File: config.mk
export PLATFORM = sky130hd
export DESIGN_NAME = mul_share_arbiter
export DESIGN_NICKNAME = d
export VERILOG_FILES = /design/src/rtl/mul_share_arbiter.sv
export SDC_FILE = /design/constraint.sdc
export NUM_CORES = 1
export LEC_CHECK = 0
export BUFFER_PORTS_ARGS = -buffer_cell sky130_fd_sc_hd__clkbuf_2
export CAP_MARGIN = 10
export CORE_AREA = 5 5 154 156
export CTS_CLUSTER_DIAMETER = 80
export DETAILED_ROUTE_END_ITERATION = 8
export DIE_AREA = 0 0 159 161
export MAX_ROUTING_LAYER = met4
export PLACE_DENSITY = 0.54
export SYNTH_ARGS = -nofsm -noshare
export SYNTH_HDL_FRONTEND = slang
export SYNTH_SLANG_ARGS = --single-unit
File: constraint.sdc
create_clock -name clk -period 3.2 [get_ports clk]
set_input_delay 0.64 -clock clk [delete_from_list [all_inputs] [get_ports clk]]
set_output_delay 0.64 -clock clk [all_outputs]
set_load 0.02 [all_outputs]
File: src/rtl/mul_share_arbiter.sv
// mul_share_arbiter: round-robin sharing of one fixed-latency multiplier
// among NREQ requesters. A tag pipe that mirrors the multiplier latency
// records the owner of each in-flight product. The owner receives the
// product as a registered, one-hot response.
module mul_share_arbiter #(
   parameter int NREQ    = 4,
   parameter int MUL_LAT = 3,
   parameter int W       = 32
) (
   input  logic                         clk,
   input  logic                         rst_n,
   input  logic                         en,
   input  logic [NREQ-1:0]              req_valid,
   output logic [NREQ-1:0]              req_ready,
   input  logic [NREQ*W-1:0]            req_a,
   input  logic [NREQ*W-1:0]            req_b,
   output logic                         mul_valid,
   output logic [W-1:0]                 mul_a,
   output logic [W-1:0]                 mul_b,
   input  logic [W-1:0]                 mul_result,
   output logic [NREQ-1:0]              rsp_valid,
   output logic [W-1:0]                 rsp_result,
   output logic [$clog2(MUL_LAT+2)-1:0] inflight,
   output logic                         idle
);
   localparam int IDW = (NREQ > 1) ? $clog2(NREQ) : 1;
   localparam int CW  = $clog2(MUL_LAT+2);

   logic [IDW-1:0]               rr_ptr_q, rr_ptr_d;
   logic                         grant_found;
   logic [IDW-1:0]               grant_id;
   logic [IDW:0]                 idx_w;
   logic [MUL_LAT-1:0]           tag_vld_q;
   logic [MUL_LAT-1:0][IDW-1:0]  tag_id_q;
   logic [NREQ-1:0]              rsp_valid_q, rsp_valid_d;
   logic [W-1:0]                 rsp_result_q, rsp_result_d;
   logic [CW-1:0]                inflight_q, inflight_d;

   // Round-robin search starting at rr_ptr. The search is gated by reset so
   // that nothing is granted while reset is held.
   always_comb begin
      grant_found = 1'b0;
      grant_id    = '0;
      idx_w       = '0;
      if (en && rst_n) begin
         for (int k = 0; k < NREQ; k++) begin
            idx_w = {1'b0, rr_ptr_q} + (IDW+1)'(k);
            if (idx_w >= (IDW+1)'(NREQ)) idx_w = idx_w - (IDW+1)'(NREQ);
            if (!grant_found && req_valid[idx_w[IDW-1:0]]) begin
               grant_found = 1'b1;
               grant_id    = idx_w[IDW-1:0];
            end
         end
      end
   end

   // Grant decode and operand pass-through to the multiplier.
   // The operands are zero when nothing is issued.
   always_comb begin
      req_ready = '0;
      mul_a     = '0;
      mul_b     = '0;
      if (grant_found) begin
         req_ready[grant_id] = 1'b1;
         mul_a = req_a[int'(grant_id)*W +: W];
         mul_b = req_b[int'(grant_id)*W +: W];
      end
   end

   assign mul_valid = grant_found;

   // Pointer moves past the winner only on a handshake.
   always_comb begin
      rr_ptr_d = rr_ptr_q;
      if (grant_found) rr_ptr_d = (grant_id == IDW'(NREQ-1)) ? '0 : grant_id + IDW'(1);
   end

   // Arbitration pointer register.
   always_ff @(posedge clk or negedge rst_n) begin
      if (!rst_n) rr_ptr_q <= '0;
      else        rr_ptr_q <= rr_ptr_d;
   end

   // Tag pipe shifts every cycle regardless of en, so issued work always drains.
   always_ff @(posedge clk or negedge rst_n) begin
      if (!rst_n) begin
         tag_vld_q <= '0;
         tag_id_q  <= '0;
      end else begin
         tag_vld_q[0] <= grant_found;
         tag_id_q[0]  <= grant_id;
         for (int s = 1; s < MUL_LAT; s++) begin
            tag_vld_q[s] <= tag_vld_q[s-1];
            tag_id_q[s]  <= tag_id_q[s-1];
         end
      end
   end

   // Response capture and in-flight accounting.
   // The last tag stage lines up with mul_result.
   always_comb begin
      rsp_valid_d  = '0;
      rsp_result_d = rsp_result_q;
      if (tag_vld_q[MUL_LAT-1]) begin
         rsp_valid_d[tag_id_q[MUL_LAT-1]] = 1'b1;
         rsp_result_d = mul_result;
      end
      inflight_d = inflight_q;
      case ({grant_found, |rsp_valid_q})
         2'b10:   inflight_d = inflight_q + CW'(1);
         2'b01:   inflight_d = inflight_q - CW'(1);
         default: inflight_d = inflight_q;
      endcase
   end

   // Response and counter registers.
   always_ff @(posedge clk or negedge rst_n) begin
      if (!rst_n) begin
         rsp_valid_q  <= '0;
         rsp_result_q <= '0;
         inflight_q   <= '0;
      end else begin
         rsp_valid_q  <= rsp_valid_d;
         rsp_result_q <= rsp_result_d;
         inflight_q   <= inflight_d;
      end
   end

   assign rsp_valid  = rsp_valid_q;
   assign rsp_result = rsp_result_q;
   assign inflight   = inflight_q;
   assign idle       = (inflight_q == '0) && !(|req_valid);

endmodule
==> metrics.txt, run 1 <==
Period Utilization, post-route between 90 and 100%; critical path depth 7; PwrDens about 430 mW/mm^2; TritonRoute pass-1 iters 5; Comb power frac a little over 50%; post-synthesis register bit count 50; register area 0.00125 sq mm; GPL Wtd Cong between 0.9 and 1; required time of the critical path 2560 ps; max_slew headroom 58.4%; sequential share of power ~30%; yosys warns 0; Sw Ratio 39.3%; syn_nets approximately 670; initial DRC count around 260; r2r setup slk between 1000 and 1500 ps; Net Switching 1.05 mW; area of the multi-input gates 0.00224 sq mm; Layout area overhead 68.4%; post-synthesis area per instance slightly above 10 sq um; crit path DAT 2330 ps; worst IR drop on VDD around 0.27 mV; RSZ-0062 raised after global routing no; maximum number of pins on one net before global-route repair between 50 and 60; width of the die ~160 um; CTS sink cnt 50; Seq/Total Area, Yosys between 30 and 40%; ys flop type dfrtp_1; Least-Margin Pin Slew between 600 and 700 ps; Yosys cell types 35; max frequency 0.337 GHz; Setup Skew about 3.2 ps; Final HPWL DP 15.5 mm; Worst path max stage delay between 400 and 500 ps; mapped cell area between 0.003 and 0.004 sq mm; antenna violations before repair 1; cells after synthesis approximately 360; post-place setup slack approximately 250 ps; Hold Path Cell Cnt 0; Non-Filler Instances about 1,000; setup TNS 0 ps; Cells after DPL between 1,000 and 1,500; min cycle time layout roughly 3000 ps; vias in the first global route 4,831; clock-pin slew on the worst setup and hold paths roughly 60 ps; clock root buffer clkbuf_16; Initial Util between 10% and 20%; Pleak roughly 3.4 nW; CP Launch Type register; number of flops mapped to enable cells by yosys 0; Skew-Pair Late Insertion Delay approximately 280 ps; post-place instance area roughly 0.0061 sq mm; core area around 0.022 sq mm; first-pass GRT wire length between 20 and 30 mm; Hold WC Path Type register to register; WL per Instance about 18 um; Layout Nets between 1,000 and 1,500; Slowest cell on crit path dfrtp_1; R2R depth 6; Final Hold Viols 0; Clk network pwr share a little under a fifth; crit path max fanout 52; number of setup violations in the final report 0; ANT nets after route 0; I/O Pins 404; max_cap viols 0; total wire length 18.6 mm; Via density ~4.5; buffer count from post-CTS setup fixing 0; share of cells above drive strength 1 61.8%; fin. max-slew vios 0; GRT Total Usage a little over an eighth; number of port buffers 403; Internal Power 1.62 mW; crit path cell chain nor3b_1, a21o_1, or2_2, buf_12, a22oi_1, o22ai_1, clkbuf_2; DR DRC count 0; CTS Buffer Depth 2; delay-heaviest family, CP compound AO/OA/AOI/OAI gates; TritonCTS Buffers 5; Die H ~160 um; fillers between 2,000 and 2,500; hold_buf cts 0; asr flop ratio synth 100%; ANT cells 0; # resized after CTS 0; total gr overflow 0; Design Area, Final between 0.006 and 0.007 sq mm; Rows 55; WS Path Type register to primary output; Worst setup EP type primary output; final core occ around 28%; DIE AREA about 0.026 sq mm; buffers and inverters on the worst path 2; CTS tree built; DR vias about 4,600; status completed; H-tree levels 2; final setup margin around 230 ps
## logic make-up (layout without fill, tap and decap cells)
| logic type | count (synthesis) | count (layout) | synth area share (%) |
|---|---|---|---|
| XOR/XNOR | 3 | 3 | 0.709 |
| multiplexers | 98 | 98 | 27.6 |
| adder cells (fa/ha/maj) | 6 | 6 | 2.23 |
| AO/OA/AOI/OAI | 136 | 136 | 25.1 |
| buffers and inverters | 44 | 434 | 6.42 |
| AND/OR/NAND/NOR | 27 | 27 | 4.19 |
| flip-flops | 50 | 50 | 33.8 |
## synthesized netlist by cell type (all sizes together), types with 2 or more instances
cell type	number	area [sq um]
dfrtp	50	1250
a22oi	64	480
a21oi	2	10.0
nor3b	2	15.0
inv	6	22.5
nor3	2	15.0
xor2	2	17.5
mux2	32	360
mux2i	66	661
buf	27	174
o22ai	64	400
nor2	4	15.0
o21ai	2	10.0
a21o	2	15.0
nand2	7	28.8
or4	2	15.0
and2	4	25.0
clkbuf	11	41.3
ha	5	62.6
## placed cells by master, fill, tap and decap left out, types with 3 or more instances in the layout
| master | netlist | routed |
|---|---|---|
| a22oi_1 | 64 | 64 |
| and2_1 | 4 | 4 |
| buf_12 | 0 | 6 |
| buf_4 | 7 | 12 |
| clkbuf_16 | 0 | 5 |
| clkbuf_2 | 0 | 403 |
| dfrtp_1 | 50 | 50 |
| ha_1 | 5 | 5 |
| inv_1 | 6 | 6 |
| mux2_2 | 32 | 32 |
| mux2i_1 | 66 | 66 |
| nand2_1 | 6 | 6 |
| nor2_1 | 4 | 3 |
| o22ai_1 | 64 | 64 |
## worst paths after layout
check	start	to
setup / recovery	rr_ptr_q[0]$_DFFE_PN0P_	mul_a[10]
hold / removal	tag_id_q[0]$_DFF_PN0_	tag_id_q[2]$_DFF_PN0_
setup reg to reg	rr_ptr_q[0]$_DFFE_PN0P_	rr_ptr_q[1]$_DFFE_PN0P_
hold reg to reg	tag_id_q[0]$_DFF_PN0_	tag_id_q[2]$_DFF_PN0_
max in group asynchronous	rst_n	inflight[2]$_DFFE_PN0P_
min in group asynchronous	rst_n	rsp_result[9]$_DFFE_PN0P_
## metrics by stage
| step | total power, mW | hold WS (ps) |
|---|---|---|
| global placement | 2.19 | 333 |
| finish | 2.67 | 348 |
| floorplan | 1.64 | 331 |
| CTS | 2.71 | 351 |
| global route | 2.84 | 359 |
| detailed placement | 2.19 | 336 |
## final cells by class
type / count / share of cell area [%]
clock buffers: 5 / 2.01
inverters: 6 / 0.361
clock inverters: 2 / 0.221
flip-flops and latches: 50 / 20.1
well taps: 285 / 5.72
multi-input cells: 270 / 35.9
repair buffers: 421 / 35.7
## worst reg2reg max path: cells and delay by family, from the launching register on
family / cells / cell delay [ps]
flops: 1 / 480
fa+ha+maj: 1 / 350
compound gates: 2 / 360
buf+inv: 1 / 250
simple gates: 2 / 460
## power groups by stage
stage	registers [mW]	clock network (mW)	logic [mW]
finish	0.798	0.509	1.37
floorplan	0.906	0	0.732
global placement	0.807	0	1.38
global route	0.813	0.546	1.48
CTS	0.800	0.526	1.39
detailed placement	0.812	0	1.38
## registers in the layout, summed over array words and instances, names as in the netlist
register / flops
inflight: 3
rsp_valid: 4
rsp_result: 32
rr_ptr_q: 2
tag_vld_q: 3
tag_id_q: 6
## layer usage
layer	GRT usage, %	routed length [um]	part of all wire [%]	vias to the layer above
li1	-	-	-	2222
met1	17.1	7730	42	2120
met2	22.9	9260	50	271
met3	2.25	1250	6.7	22
met4	3.06	340	1.8	0
met5	-	0	0	-
Power figures use the tool's default switching activity.
==> run 2: changes to the inputs <==
Settings changed: PLACE_DENSITY 0.54 to 0.56.
Clock period 3.2 ns to 2.45 ns, I/O delays scaled along.
==> metrics.txt, run 2 (synthesized netlist as in run 1, its figures left out) <==
H-tree levels 2 (unchanged); Worst setup EP type primary output (unchanged); DIE AREA 0.0256 sq mm (unchanged); status complete, but fails checks (was completed); buffers and inverters on the worst path 4 (was 2); I/O Pins 404 (unchanged); Initial Util 16.7% (unchanged); required time of the critical path 1960 ps (was 2560 ps); CTS Buffer Depth 2 (unchanged); PwrDens 548 mW/mm^2 (was 429 mW/mm^2); Layout Nets 1,129 (was 1,055); number of port buffers 403 (unchanged); total wire length 22.8 mm (was 18.6 mm); post-place instance area 0.00650 sq mm (was 0.00610 sq mm); Non-Filler Instances 1,116 (was 1,039); Setup Skew 8.53 ps (was 3.18 ps); failing checks negative setup slack; WS Path Type register to primary output (unchanged); Design Area, Final 0.00788 sq mm (was 0.00624 sq mm); Worst path max stage delay 450 ps (was 470 ps); Sw Ratio 38.2% (was 39.3%); CTS sink cnt 50 (unchanged); Layout area overhead 113% (was 68.4%); number of setup violations in the final report 68 (was 0); Rows 55 (unchanged); WL per Instance 20.4 um (was 17.9 um); hold_buf cts 0 (unchanged); Final Total Pwr 4.32 mW (was 2.67 mW); crit path cell chain buf_6, nor3b_4, a21o_1, or2_4, buf_12, buf_8, a22oi_2, o22ai_2, clkbuf_8 (was nor3b_1, a21o_1, or2_2, buf_12, a22oi_1, o22ai_1, clkbuf_2); Net Switching 1.65 mW (was 1.05 mW); initial DRC count 279 (was 262); max reg flops 32 (unchanged); Hold WS 189 ps (was 348 ps); TritonRoute pass-1 iters 5 (unchanged); Via density 4.54 (was 4.46); antenna violations before repair 2 (was 1); Slowest cell on crit path dfrtp_2 (was dfrtp_1); min cycle time layout approximately 2700 ps; Hold WC Path Type primary input to asynchronous set/reset pin (was register to register); GRT Total Usage 16.3% (was 13.6%); CP Launch Type register (unchanged); max frequency ~0.37 GHz; share of cells above drive strength 1 74.9% (was 61.8%); Die H 161 um (unchanged); sequential share of power 24.3% (was 29.8%); CTS tree built (unchanged); Internal Power 2.67 mW (was 1.62 mW); DR DRC count 0 (unchanged); vias in the first global route 5,386 (was 4,831); Skew-Pair Late Insertion Delay 290 ps (was 280 ps); delay-heaviest family, CP buffers and inverters (was compound AO/OA/AOI/OAI gates); Least-Margin Pin Slew 595 ps (was 624 ps); ANT nets after route 0 (unchanged); maximum number of pins on one net before global-route repair 48 (was 55); max_cap viols 0 (unchanged); crit path DAT 2220 ps (was 2330 ps); DR vias 5,064 (was 4,635); clock-pin slew on the worst setup and hold paths 70 ps (was 60 ps); total gr overflow 0 (unchanged); TritonCTS Buffers 5 (unchanged); final setup margin -259 ps (was 230 ps); clock root buffer clkbuf_16 (unchanged); crit path max fanout 8 (was 52); GPL Wtd Cong 0.925 (was 0.918); most common cell after layout, fill and taps aside clkbuf_2 (unchanged); max_slew headroom 60.3% (was 58.4%); Pleak 4.04 nW (was 3.43 nW); Clk network pwr share 16.2% (was 19.0%); Final Hold Viols 0 (unchanged); width of the die 159 um (unchanged); worst IR drop on VDD 0.295 mV (was 0.274 mV); core area 0.0222 sq mm (unchanged); RSZ-0062 raised after global routing yes (was no); Cells after DPL 1,080 (was 1,032); most frequent cells in the layout clkbuf_2 (335), buf_4 (100), mux2i_1 (58) (was clkbuf_2 (403), mux2i_1 (66), a22oi_1 (64), o22ai_1 (64), dfrtp_1 (50)); Comb power frac 59.5% (was 51.1%); Final HPWL DP 17.2 mm (was 15.5 mm); first-pass GRT wire length 32.2 mm (was 27.5 mm); fin. max-slew vios 0 (unchanged); Period Utilization, post-route 111%
## run 2: changes by cell type in the layout (fill, tap and decap cells not counted), moves of 8 or more
cell / previous run / this run
a22oi_2: 0 / 43
a22oi_1: 64 / 21
buf_12: 6 / 16
o22ai_2: 0 / 9
buf_6: 0 / 26
clkbuf_2: 403 / 335
buf_4: 12 / 100
o22ai_1: 64 / 52
mux2i_1: 66 / 58
buf_8: 0 / 10
## run 2: worst reg2reg max path, stage by stage, from the launching register on
cell	delay, ps
dfrtp_2	450
buf_6	130
nor3b_4	180
a21o_1	230
nor3_4	80
buf_6	140
buf_12	150
ha_4	170
buf_4	120
buf_4	120
buf_4	130
o31ai_1	230
## run 2: through the flow
stage               utilization, %  setup TNS [ps]  worst slack (ps)
finish                        35.5          -14580              -259
global route                  35.5          -20780              -364
CTS                           33.6          -18080              -306
detailed placement            29.2          -16020              -349
global placement              29.2          -15290              -329
floorplan                        -               0              59.7
## run 2: final timing paths
check / from / to / slack (ps) / depth (start not counted)
max: rr_ptr_q[1]$_DFFE_PN0P_ / mul_b[16] / -260 / 9
min: rst_n / inflight[1]$_DFFE_PN0P_ / 190 / 2
max reg2reg: rr_ptr_q[1]$_DFFE_PN0P_ / rr_ptr_q[0]$_DFFE_PN0P_ / 240 / 11
min reg2reg: tag_vld_q[0]$_DFF_PN0_ / tag_vld_q[1]$_DFF_PN0_ / 350 / 0
max in group asynchronous: rst_n / rr_ptr_q[0]$_DFFE_PN0P_ / 1610 / 2
min in group clk: tag_vld_q[0]$_DFF_PN0_ / tag_vld_q[1]$_DFF_PN0_ / 350 / 0
## run 2: repair_timing
action / CTS / global route
pin swaps: 35 / 66
gates resized for setup: 142 / 145
setup buffers: 18 / 4
endpoints found under the hold margin: 0 / 0
gates cloned: 5 / 4
setup endpoints to repair: 68 / 68
## run 2: per-layer routing
metal	vias to the layer above	global-route usage [%]	share of wire [%]
met5	-	-	0
met4	0	4.23	2.1
met3	26	3.27	7.9
met2	293	26.8	49
met1	2362	20.7	41
li1	2383	-	-
## run 2: power by group through the flow
stage	Sequential, mW	Combinational [mW]	Clock, mW
2_1_floorplan	1.18	0.956	0
3_3_place_gp	1.06	1.98	0
3_5_place_dp	1.06	1.99	0
4_1_cts	1.04	2.31	0.732
5_1_grt	1.07	2.76	0.775
6_report	1.05	2.57	0.701
## run 2: final cells by class
class                      count  area [sq um]
inverter                       6          30.0
clock inverter                 3          26.3
clock buffer                   5           125
antenna                        2          5.00
tap                          285           357
timing repair buffer         495          3390
sequential                    50          1250
fill                        2255         14300
multi-input combinational    270          2700
